## src/rtl/ram_bus_arbiter.sv

```systemverilog
// Two-master, one-slave arbiter in front of the on-chip RAM. Read and write
// channels are arbitrated independently, and read data is steered back to its owner.
module ram_bus_arbiter #(
   parameter int unsigned FIXED_PRIO = 0,
   parameter int unsigned CNT_W      = 16
) (
   input  logic             clk,
   input  logic             rst_n,

   input  logic             m0_rd_req,
   input  logic [31:0]      m0_rd_addr,
   output logic             m0_rd_gnt,
   output logic [31:0]      m0_rd_data,
   input  logic             m1_rd_req,
   input  logic [31:0]      m1_rd_addr,
   output logic             m1_rd_gnt,
   output logic [31:0]      m1_rd_data,

   input  logic             m0_wr_req,
   input  logic [31:0]      m0_wr_addr,
   input  logic [3:0]       m0_wr_be,
   input  logic [31:0]      m0_wr_data,
   output logic             m0_wr_gnt,
   input  logic             m1_wr_req,
   input  logic [31:0]      m1_wr_addr,
   input  logic [3:0]       m1_wr_be,
   input  logic [31:0]      m1_wr_data,
   output logic             m1_wr_gnt,

   output logic             s_rd_req,
   output logic [31:0]      s_rd_addr,
   input  logic             s_rd_gnt,
   input  logic [31:0]      s_rd_data,
   output logic             s_wr_req,
   output logic [31:0]      s_wr_addr,
   output logic [3:0]       s_wr_be,
   output logic [31:0]      s_wr_data,
   input  logic             s_wr_gnt,

   output logic [CNT_W-1:0] contention_cnt
);

   localparam logic [CNT_W-1:0] CntMax = '1;
   localparam logic [CNT_W-1:0] CntOne = CNT_W'(1);

   logic             rd_last_q, rd_last_d;
   logic             wr_last_q, wr_last_d;
   logic             rd_owner_vld_q, rd_owner_vld_d;
   logic             rd_owner_id_q, rd_owner_id_d;
   logic [CNT_W-1:0] cnt_q, cnt_d;

   logic             rd_sel;
   logic             wr_sel;
   logic             contend;

   // Master id chosen for one channel; the "last" bit holds the previous winner.
   function automatic logic pick(input logic req0, input logic req1, input logic last);
      logic sel;
      sel = 1'b0;
      if (req0 && req1) begin
         sel = (FIXED_PRIO != 0) ? 1'b0 : ~last;
      end else if (req1) begin
         sel = 1'b1;
      end
      return sel;
   endfunction

   always_comb begin
      rd_sel = pick(m0_rd_req, m1_rd_req, rd_last_q);
      wr_sel = pick(m0_wr_req, m1_wr_req, wr_last_q);
   end

   always_comb begin
      s_rd_req  = m0_rd_req | m1_rd_req;
      s_rd_addr = rd_sel ? m1_rd_addr : m0_rd_addr;
      s_wr_req  = m0_wr_req | m1_wr_req;
      s_wr_addr = wr_sel ? m1_wr_addr : m0_wr_addr;
      s_wr_be   = wr_sel ? m1_wr_be   : m0_wr_be;
      s_wr_data = wr_sel ? m1_wr_data : m0_wr_data;
   end

   always_comb begin
      m0_rd_gnt = ~rd_sel & m0_rd_req & s_rd_gnt;
      m1_rd_gnt =  rd_sel & m1_rd_req & s_rd_gnt;
      m0_wr_gnt = ~wr_sel & m0_wr_req & s_wr_gnt;
      m1_wr_gnt =  wr_sel & m1_wr_req & s_wr_gnt;
   end

   // Returning read data is a plain mux gated by the registered owner tag.
   always_comb begin
      m0_rd_data = (rd_owner_vld_q && !rd_owner_id_q) ? s_rd_data : 32'h0;
      m1_rd_data = (rd_owner_vld_q &&  rd_owner_id_q) ? s_rd_data : 32'h0;
   end

   always_comb begin
      rd_last_d      = rd_last_q;
      wr_last_d      = wr_last_q;
      rd_owner_vld_d = 1'b0;
      rd_owner_id_d  = rd_owner_id_q;
      cnt_d          = cnt_q;
      contend        = (m0_rd_req & m1_rd_req) | (m0_wr_req & m1_wr_req);

      if (s_rd_req && s_rd_gnt) begin
         rd_last_d      = rd_sel;
         rd_owner_vld_d = 1'b1;
         rd_owner_id_d  = rd_sel;
      end
      if (s_wr_req && s_wr_gnt) begin
         wr_last_d = wr_sel;
      end
      if (contend && (cnt_q != CntMax)) begin
         cnt_d = cnt_q + CntOne;
      end
   end

   // Last-winner bits reset to m1 so that m0 wins the first contended cycle.
   always_ff @(posedge clk or negedge rst_n) begin
      if (!rst_n) begin
         rd_last_q      <= 1'b1;
         wr_last_q      <= 1'b1;
         rd_owner_vld_q <= 1'b0;
         rd_owner_id_q  <= 1'b0;
         cnt_q          <= '0;
      end else begin
         rd_last_q      <= rd_last_d;
         wr_last_q      <= wr_last_d;
         rd_owner_vld_q <= rd_owner_vld_d;
         rd_owner_id_q  <= rd_owner_id_d;
         cnt_q          <= cnt_d;
      end
   end

   assign contention_cnt = cnt_q;

endmodule

```

## config.mk

```make
export PLATFORM = sky130hd
export DESIGN_NAME = ram_bus_arbiter
export DESIGN_NICKNAME = d
export VERILOG_FILES = /design/src/rtl/ram_bus_arbiter.sv
export SDC_FILE = /design/constraint.sdc
export NUM_CORES = 1
export LEC_CHECK = 0
export CAP_MARGIN = 20
export CORE_AREA = 2 2 165 167
export DETAILED_ROUTE_END_ITERATION = 10
export DIE_AREA = 0 0 167 169
export DONT_BUFFER_PORTS = 1
export PLACE_DENSITY = 0.3
export SLEW_MARGIN = 15
export SYNTH_ARGS = -nofsm -noshare
export SYNTH_HDL_FRONTEND = slang
export SYNTH_SLANG_ARGS = --single-unit
```

## constraint.sdc

```tcl
create_clock -name clk -period 2.3 [get_ports clk]
set_input_delay 0.46 -clock clk [delete_from_list [all_inputs] [get_ports clk]]
set_output_delay 0.46 -clock clk [all_outputs]
set_load 0.005 [all_outputs]
```

=== Word-level counts from Yosys, hierarchy flattened ===
Index checks and enable logic that the tools add are counted.

* Input port bits: 240
* Bits in registers: 20
* Word-level logic and storage cells: 43
* Output and inout port bits: 186

* Bitwise logic cells: 17
* Reduce and logical (&&, ||, !) cells: 8
* Equal/unequal tests: 1
* Mux-type cells: 11
* Add/sub/neg operators: 1

{| class="wikitable"
|+ Operator list
! kind !! number
|-
| two-way mux 32 bit || 5
|-
| adder 16 x 1 -> 16 bit, second input constant || 1
|-
| != test 16 bit, second input constant || 1
|-
| bitwise AND 1 bit || 10
|-
| logical AND 1 bit || 7
|-
| two-way mux 1 bit || 5
|-
| two-way mux 4 bit || 1
|-
| inverter 1 bit || 4
|-
| OR 1 bit || 3
|-
| logical NOT 1 bit || 1
|}

=== Longest topological paths before layout ===
Gate-level depths: netlist of run 1.

* Depth after elaboration: 5
* Mapped depth: 5
* Mapped depth without buffers: 5

=== Worst setup path after synthesis of run 1 ===
No wires, ideal clock.

* Path type: input to output
* From: input m1_wr_req
* To: output s_wr_data[23]
* Stages: 3
* Data required time: 1840 ps
* Path slack: 373 ps
* Arrival time: 1467 ps
* Path buffers: 1
* Cell sequence: a21boi_1 > clkbuf_1 > mux2_2

* Longest elaborated chain between the ends: 3
* Elaborated cells between the ends (all ways): 4
* Those cells by class: mux (3); reduce/logical (1)

{| class="wikitable"
|+ Ends and longest elaborated chain
! item !! line !! source
|-
| start: declaration || 24 || <nowiki>input logic m1_wr_req,</nowiki>
|-
| two-way mux 1 bit or logical AND 1 bit (tied branches) || 62, 60 ||
|-
| two-way mux 1 bit * || 60 || <nowiki>if (req0 && req1) begin</nowiki>
|-
| two-way mux 32 bit * || 79 || <nowiki>s_wr_data = wr_sel ? m1_wr_data : m0_wr_data;</nowiki>
|-
| end: declaration || 37 || <nowiki>output logic [31:0] s_wr_data,</nowiki>
|}

Mark *: on every way between the ends. The rest lies on a longest branch, timed or not.

=== Worst setup path in the final report of run 1 ===
* From: register wr_last_q
* To: output s_wr_data[18]

* Longest elaborated chain between the ends: 3

{| class="wikitable"
|+ Ends and longest elaborated chain
! item !! line !! source
|-
| start: declaration || 47 || <nowiki>logic wr_last_q, wr_last_d;</nowiki>
|-
| start signal: assignment || 126 || <nowiki>wr_last_q <= wr_last_d;</nowiki>
|-
| inverter 1 bit || 61 || <nowiki>sel = (FIXED_PRIO != 0) ? 1'b0 : ~last;</nowiki>
|-
| two-way mux 1 bit || 60 ||
|-
| two-way mux 32 bit || 79 ||
|}

No other way between the ends.

==> run_results.csv, run 1 <==
group,metric,value,unit
outcome,status,"completed",
clocking,cts_setup_buffers,0,
global_routing,grt_pass1_wl,22700,um
sta,fin_worst_skew,4.31,ps
cells_and_area,fin_nets,509,
routing,wl,18300,um
sta,max_slew_margin,0.370,
routing,first_pass_iters,5,
placement,postPlaceCellArea,3070,sq um
synth,synth_top_area_share,0.433,
sta,hold_viol,0,
routing,route.vias.total,2419,
sta,fin_crit_sh,0.953,
routing,via_per_inst,3.86,
sta,tightest_slew,942,ps
cells_and_area,syn_to_final_growth,24.0,%
synth,synthTopCellsByArea,"mux2_2, dfrtp_1, and2_1",
sta,slew_violations,0,
placement,dpl.cell_count,603,
global_routing,grt_overflow,0,
cells_and_area,multi_input_area,2030,sq um
setup_path,crit_type,"reg -> out",
sta,setup-violations-final,0,
global_routing,grt_pass1_vias,2333,
synth,ys_ff_latch,20,
clocking,cts_made_buffers,3,
synth,synth_simple_gate_area_frac,0.240,
sta,timing.hold.ws,40.2,ps
die,fp.dieW,167,um
setup_path,startpoint_type,"register",
global_routing,antenna_found_initial,36,
cells_and_area,layout-drive-gt1-share,0.457,
die,core-area,26500,sq um
clocking,cts_max_level,1,
synth,synth_top_family_by_area,"multiplexers",
pwr,p_leak,1.29,nW
routing,drc_errors,0,
global_routing,grt_usage,0.119,
pwr,finalPower,1.70,mW
setup_path,crit_slowest_cell,"mux2_2",
clocking,insertion_delay,260,ps
cells_and_area,fin_area,3230,sq um
synth,synth_area,2600,sq um
clocking,cts_sinks,20,
routing,wl_per_cell,29.3,um
global_routing,grt_max_degree,48,
clocking,clk_path_buf_depth,2,
placement,port_buffers,0,
die,initial_core_util,0.0982,
die,fp-row-count,60,
placement,place_ws,274,ps
placement,gp_congestion,1.04,
synth,synthMuxAreaShare,0.438,
sta,fin_tns_setup,0,ps
cells_and_area,ff_latch_area,503,sq um
placement,dp_hpwl,16400,um
setup_path,critPathRequiredTime,1840,ps
routing,ant_nets,0,
clocking,cts_tree,"yes",
sta,rsz0062_at_grt,"no",
setup_path,critPathBufInv,1,
sta,fmax,0.456,GHz
die,die_y,169,um
synth,ys_types,32,
sta,setup_slack,109,ps
worst_hold_path,hold_path.class,"in -> async",
die,die-area,28200,sq um
synth,synthXorXnorAreaFrac,0.0505,
clocking,ctsResizeCount,0,
cells_and_area,fin_cells,626,
pwr,powerDensity,527,nW/um^2
cells_and_area,n_fill_cell,3036,
setup_path,crit_fanout,47,
pwr,vdd_drop_max,0.176,mV
routing,drtIter0Drc,49,
setup_path,cp-end-kind,"output port",
cells_and_area,final_util,0.122,
synth,postSynthCellCount,273,
clocking,clk_pin_slew_worst_paths,60,ps
synth,synth_compound_area_frac,0.0365,
setup_path,worst_ep_arrival_time,1730,ps
synth,syn_avg_cell_area,9.53,sq um
synth,yosysTopAreaCell,"mux2_2",
job,drv_cap,0,
clocking,root_buffer,"clkbuf_16",
setup_path,slowest_delay,410,ps
synth,syn_nets,514,
die,boundaryPins,426,
synth,synth-adder-area-share,0.00481,
setup_path,crit_chain,"a21boi_4, buf_12, mux2_2",
synth,yosys_warnings,0,
setup_path,crit_family,"multiplexers",
synth,yosysSeqAreaShare,0.193,
sta,period_minus_slack,2190,ps
cell families after synthesis:
group           count (synthesis)
simple gates                  104
mux                           101
buf+inv                        22
flops                          20
xor+xnor                       15
compound gates                 10
fa+ha+maj                       1
area by class of cell:
cell class,count,area share
clock inverter,1,0.00931
tap,341,0.132
sequential,20,0.156
timing repair buffer,9,0.0333
clock buffer,3,0.0233
multi-input combinational,231,0.629
antenna,18,0.0140
inverter,3,0.00349
state kept, by name (all words and copies together) (netlist names):
signal and count:
contention_cnt 16, rd_last_q 1, rd_owner_id_q 1, rd_owner_vld_q 1, wr_last_q 1
Yosys cell counts (all sizes together):
master   count
a21oi        1
mux2       101
nand2        7
nor2         8
xor2        11
a31oi        1
buf          9
o311ai       1
nor4         1
o2111ai      1
o41ai        1
dfstp        2
clkbuf      10
nor2b        1
ha           1
a21boi       2
and4         3
nand2b       1
dfrtp       18
nand4        4
nor3         4
a21o         2
a22o         1
and3        33
nor4bb       1
inv          3
or2          2
xnor2        4
nand3        5
and2        34
metal layers:
| layer | routed length (um) | up-vias | share of wire | GRT usage |
|---|---|---|---|---|
| li1 | - | 999 | - | - |
| met1 | 5590 | 1093 | 0.31 | 0.106 |
| met2 | 9440 | 249 | 0.52 | 0.211 |
| met3 | 2760 | 50 | 0.15 | 0.0835 |
| met4 | 348 | 28 | 0.019 | 0.0416 |
| met5 | 177 | - | 0.0097 | 0 |
final timing paths:
kind | startpoint | to | slack [ps] | depth (start not counted)
hold / removal | rst_n | wr_last_q$_DFFE_PN1P_ | 40 | 0
max in group asynchronous | rst_n | rd_owner_id_q$_DFFE_PN0P_ | 930 | 1
setup / recovery | wr_last_q$_DFFE_PN1P_ | s_wr_data[18] | 110 | 3
hold reg to reg | rd_last_q$_DFFE_PN1P_ | rd_last_q$_DFFE_PN1P_ | 540 | 1
setup reg to reg | contention_cnt[12]$_DFFE_PN0P_ | contention_cnt[14]$_DFFE_PN0P_ | 340 | 4
min in group clk | m0_wr_req | wr_last_q$_DFFE_PN1P_ | 260 | 1
what timing repair did:
item,CTS,global route
endpoints found under the hold margin,18,0
setup endpoints to repair,0,0
hold buffers,1,0
power breakdown:
part	switching, mW	internal, mW	total, mW
Sequential	0.125	0.423	0.547
Clock	0.159	0.346	0.505
Combinational	0.327	0.322	0.649
cell usage in the layout, fill, tap and decap left out, types with 2 or more instances in the layout:
cell type / count
a21boi_4: 2
a21o_1: 2
and2_1: 34
and3_1: 33
and4_1: 3
buf_12: 3
buf_4: 5
clkbuf_16: 3
dfrtp_1: 18
dfstp_2: 2
diode_2: 18
inv_1: 3
mux2_2: 100
nand2_1: 7
nand3_1: 5
nand4_1: 2
nand4_2: 2
nor2_1: 8
nor3_1: 4
or2_2: 2
xnor2_1: 4
xor2_1: 11
No activity file was read; power rests on OpenSTA's default activity.
==> inputs of run 2 (changes only) <==
--- a/config.mk
+++ b/config.mk
@@ -10,6 +10,7 @@
 export DETAILED_ROUTE_END_ITERATION = 10
 export DIE_AREA = 0 0 167 169
 export DONT_BUFFER_PORTS = 1
+export HOLD_SLACK_MARGIN = 0.08
 export PLACE_DENSITY = 0.3
 export SLEW_MARGIN = 15
 export SYNTH_ARGS = -nofsm -noshare
==> run 2 against run 1 <==
  * Sequential share of layout area fell by 0.096 points
  * Die area unchanged
  * Critical path depth unchanged
  * Flip-flop and latch count is the same
  * Total power is 0.35% higher
  * Count of clock-buffer cells in the layout did not move
  * Register-to-register slack about the same
  * Clock skew about the same
  * Hold slack improved by 220 ps
  * Non-clock buffer count grew 1
  * Critical endpoint unchanged
==> run_results.csv, run 2 (same netlist as run 1, synthesis figures left out) <==
group,metric,value,unit
outcome,status,"completed",
routing,dr_wl_met3,2770,um
cells_and_area,layout-drive-gt1-share,0.459,
setup_path,crit_family,"multiplexers",
die,fp.dieW,167,um
clocking,cts_sinks,20,
job,drv_cap,0,
setup_path,crit_slowest_cell,"mux2_2",
placement,gp_congestion,1.04,
routing,ant_nets,0,
clocking,clk_pin_slew_worst_paths,60,ps
cells_and_area,final_cell_mix,"mux2_2, and2_1, and3_1",
sta,max_slew_margin,0.402,
global_routing,grt_pass1_wl,22600,um
clocking,insertion_delay,260,ps
pwr,vdd_drop_max,0.177,mV
setup_path,crit_fanout,47,
pwr,p_leak,1.29,nW
routing,first_pass_iters,4,
placement,place_ws,274,ps
setup_path,critPathRequiredTime,1840,ps
die,die_y,169,um
routing,route.vias.total,2433,
routing,wl,18200,um
setup_path,startpoint_type,"register",
routing,via_per_inst,3.88,
clocking,ctsResizeCount,0,
global_routing,antenna_found_initial,36,
cells_and_area,final_common_cell,"mux2_2",
global_routing,grt_usage,0.118,
routing,top_layer_used,"met5",
sta,fin_worst_skew,4.75,ps
die,fp-row-count,60,
die,initial_core_util,0.0982,
die,boundaryPins,426,
sta,hold_viol,0,
pwr,powerDensity,526,nW/um^2
routing,wl_met2,9310,um
worst_hold_path,hold_path.class,"in -> reg",
sta,setup-violations-final,0,
routing,wl_met1,5590,um
setup_path,crit_type,"reg -> out",
clocking,cts_tree,"yes",
clocking,cts_made_buffers,3,
setup_path,slowest_delay,410,ps
placement,port_buffers,0,
global_routing,grt_max_degree,48,
sta,setup_slack,110,ps
die,die-area,28200,sq um
setup_path,worst_ep_arrival_time,1730,ps
sta,tightest_slew,886,ps
clocking,clk_path_buf_depth,2,
cells_and_area,fin_nets,510,
routing,wl_per_cell,29.0,um
setup_path,critPathBufInv,1,
setup_path,cp-end-kind,"output port",
clocking,root_buffer,"clkbuf_16",
placement,dp_hpwl,16400,um
setup_path,crit_chain,"a21boi_4, buf_12, mux2_2",
sta,fmax,0.457,GHz
worst_hold_path,holdPathStages,1,
routing,drtIter0Drc,56,
sta,fin_tns_setup,0,ps
global_routing,grt_overflow,0,
sta,rsz0062_at_grt,"no",
setup_path,worstRegToRegCells,4,
routing,drc_errors,0,
setup_path,reg2reg_slack,340,ps
clocking,cts_max_level,1,
setup_path,cp_num_cells,3,
cells_and_area,largest_register_ffs,16,
die,core-area,26500,sq um
global_routing,grt_pass1_vias,2333,
sta,slew_violations,0,
sta,fin_crit_sh,0.952,
cells_and_area,syn_to_final_growth,24.8,%
sta,period_minus_slack,2190,ps
==> run 2: report_power, final <==
part / total [mW] / internal (mW) / leakage [nW] / switching, mW
Sequential: 0.547 / 0.423 / 0.252 / 0.125
Clock: 0.506 / 0.346 / 0.0512 / 0.159
Combinational: 0.655 / 0.326 / 0.991 / 0.329
==> run 2: final cells by class <==
cell class | instances | area, sq um
Fill cell | 3034 | 23300
Multi-Input combinational cell | 231 | 2030
Sequential cell | 20 | 503
Tap cell | 341 | 427
Timing Repair Buffer | 10 | 128
Clock buffer | 3 | 75.1
Antenna cell | 18 | 45.0
Clock inverter | 1 | 30.0
Inverter | 3 | 11.3
==> run 2: timing repair <==
item	4_1_cts	5_1_grt
endpoints found under the setup margin	0	0
hold endpoints to repair	20	0
buffers inserted	0	0
hold buffers	2	0
==> run 2: worst register-to-register path: cells and delay by family (launching register included) <==
| family | cells | cell delay, ps |
|---|---|---|
| AOI/OAI and AO/OA | 1 | 820 |
| DFF | 1 | 450 |
| and+or+nand+nor | 2 | 410 |
| xor gates and xnor gates | 1 | 160 |
==> run 2: worst paths after layout <==
check,to,from
setup / recovery,s_wr_data[18],wr_last_q$_DFFE_PN1P_
hold / removal,wr_last_q$_DFFE_PN1P_,m0_wr_req
setup reg to reg,contention_cnt[14]$_DFFE_PN0P_,contention_cnt[12]$_DFFE_PN0P_
hold reg to reg,rd_last_q$_DFFE_PN1P_,rd_last_q$_DFFE_PN1P_
max in group asynchronous,rd_last_q$_DFFE_PN1P_,rst_n
min in group asynchronous,contention_cnt[14]$_DFFE_PN0P_,rst_n
==> run 2: stage by stage <==
stage / util / instance area, sq um / hold WS [ps] / instances / power [mW]
floorplan: - / 2600 / 164 / 273 / 1.02
global placement: 0.116 / 3070 / 165 / 603 / 1.19
detailed placement: 0.116 / 3070 / 165 / 603 / 1.20
CTS: 0.121 / 3200 / 253 / 609 / 1.74
global route: 0.122 / 3220 / 256 / 617 / 1.80
finish: 0.123 / 3250 / 261 / 627 / 1.71
==> run 2: metal layers <==
metal,GRT usage,up-vias
met2,0.209,242
met4,0.0416,28
li1,-,1003
met1,0.106,1110
met5,0,-
met3,0.0835,50
==> inputs of run 3 (changes only) <==
--- a/config.mk
+++ b/config.mk
@@ -6,13 +6,12 @@
 export NUM_CORES = 1
 export LEC_CHECK = 0
 export CAP_MARGIN = 20
-export CORE_AREA = 2 2 165 167
+export CORE_AREA = 2 2 164 166
 export DETAILED_ROUTE_END_ITERATION = 10
-export DIE_AREA = 0 0 167 169
+export DIE_AREA = 0 0 166 168
 export DONT_BUFFER_PORTS = 1
 export HOLD_SLACK_MARGIN = 0.08
-export PLACE_DENSITY = 0.3
-export SLEW_MARGIN = 15
+export SLEW_MARGIN = 20
 export SYNTH_ARGS = -nofsm -noshare
 export SYNTH_HDL_FRONTEND = slang
 export SYNTH_SLANG_ARGS = --single-unit
==> run 3 against run 2 <==
  * Core utilization fell by 0.21 points
  * Clock skew grew 1.4 ps
  * Critical path depth is the same
  * Largest power group unchanged
  * Design area fell by 2.2%
==> run_results.csv, run 3 (same netlist as run 1, synthesis figures left out) <==
group,metric,value,unit
clocking,cts_tree,"yes",
placement,postPlaceCellArea,3050,sq um
global_routing,grt_overflow,0,
global_routing,grt_pass1_wl,21200,um
cells_and_area,syn_to_final_growth,22.0,%
sta,max_slew_margin,0.456,
global_routing,grt_pass1_vias,2232,
clocking,cts_made_buffers,3,
cells_and_area,final_cell_mix,"mux2_2, and2_1, and3_1",
pwr,vdd_drop_max,0.207,mV
sta,fin_crit_sh,0.926,
pwr,p_leak,1.28,nW
placement,port_buffers,0,
clocking,root_buffer,"clkbuf_16",
setup_path,cp-end-kind,"output port",
setup_path,startpoint_type,"register",
setup_path,crit_type,"reg -> out",
die,boundaryPins,426,
routing,ant_nets,0,
sta,slew_violations,0,
outcome,status,"completed",
worst_hold_path,hold_path.class,"in -> async",
die,fp-row-count,60,
cells_and_area,fin_area,3170,sq um
global_routing,antenna_found_initial,17,
setup_path,crit_fanout,70,
routing,drtIter0Drc,121,
cells_and_area,fin_nets,509,
clocking,cts_max_level,1,
clocking,cts_setup_buffers,0,
die,fp.dieW,166,um
cells_and_area,largest_register_ffs,16,
routing,wl,17300,um
placement,dpl.cell_count,603,
global_routing,grt_max_degree,71,
die,die-area,27900,sq um
clocking,cts_sinks,20,
routing,first_pass_iters,4,
cells_and_area,n_fill_cell,3004,
sta,fin_worst_skew,6.12,ps
sta,fmax,0.470,GHz
sta,period_minus_slack,2130,ps
pwr,powerDensity,549,nW/um^2
cells_and_area,fin_cells,612,
die,initial_core_util,0.0988,
clocking,insertion_delay,260,ps
routing,wl_per_cell,28.2,um
clocking,clk_pin_slew_worst_paths,70,ps
sta,tightest_slew,805,ps
routing,route.vias.total,2409,
sta,rsz0062_at_grt,"no",
clocking,ctsHoldBuffers,1,
routing,via_per_inst,3.94,
cells_and_area,final_common_cell,"mux2_2",
placement,gp_congestion,0.935,
setup_path,critPathRequiredTime,1840,ps
setup_path,worst_ep_arrival_time,1670,ps
cells_and_area,layout-drive-gt1-share,0.461,
routing,drc_errors,0,
clocking,ctsResizeCount,0,
sta,fin_tns_setup,0,ps
placement,dp_hpwl,15500,um
global_routing,grt_usage,0.111,
clocking,clk_path_buf_depth,2,
sta,hold_viol,0,
die,core-area,26400,sq um
sta,setup-violations-final,0,
job,drv_cap,0,
die,die_y,168,um
[run 3: final cells by class]
type,instances,area [sq um],share of cell area
Sequential cell,20,503,0.158
Antenna cell,4,10.0,0.00315
Tap cell,341,427,0.134
Clock buffer,3,75.1,0.0237
Clock inverter,1,30.0,0.00946
Multi-Input combinational cell,231,2030,0.639
Inverter,3,11.3,0.00355
Timing Repair Buffer,9,90.1,0.0284
[run 3: where the power goes]
part	internal (mW)	leakage [nW]	switching, mW	total [mW]
clock network	0.346	0.0511	0.155	0.501
logic	0.318	0.978	0.371	0.689
registers	0.423	0.252	0.130	0.553
total	1.09	1.28	0.656	1.74
[run 3: through the flow]
stage / utilization / hold WS [ps] / power [mW] / worst slack, ps
after CTS: 0.120 / 253 / 1.79 / 163
final: 0.120 / 159 / 1.74 / 171
after global routing: 0.120 / 199 / 1.84 / 132
after detailed placement: 0.116 / 165 / 1.25 / 321
after floorplan: - / 164 / 1.02 / 373
after global placement: 0.116 / 165 / 1.24 / 380
[run 3: worst max-delay path, stage by stage (launching register included)]
cell and delay [ps]:
dfstp_2 390, a21boi_4 170, buf_12 300, mux2_2 460
[run 3: layer usage]
| layer | GRT usage | up-vias | part of all wire |
|---|---|---|---|
| li1 | - | 976 | - |
| met1 | 0.120 | 1120 | 0.35 |
| met2 | 0.193 | 240 | 0.49 |
| met3 | 0.0550 | 47 | 0.13 |
| met4 | 0.0314 | 26 | 0.023 |
| met5 | 0 | - | 0.011 |
[run 3: path summary, 6_finish.rpt]
kind                                               startpoint  cells after the start  slack [ps]                             to
worst max-delay path                    wr_last_q$_DFFE_PN1P_                      3         170                  s_wr_data[29]
worst min-delay path                                    rst_n                      1         160  contention_cnt[4]$_DFFE_PN0P_
worst max register to register  contention_cnt[0]$_DFFE_PN0P_                      5         350  contention_cnt[1]$_DFFE_PN0P_
worst min register to register          rd_last_q$_DFFE_PN1P_                      1         540          rd_last_q$_DFFE_PN1P_
max in group asynchronous                               rst_n                      1        1780          wr_last_q$_DFFE_PN1P_
min in group clk                                    m0_wr_req                      1         270          wr_last_q$_DFFE_PN1P_
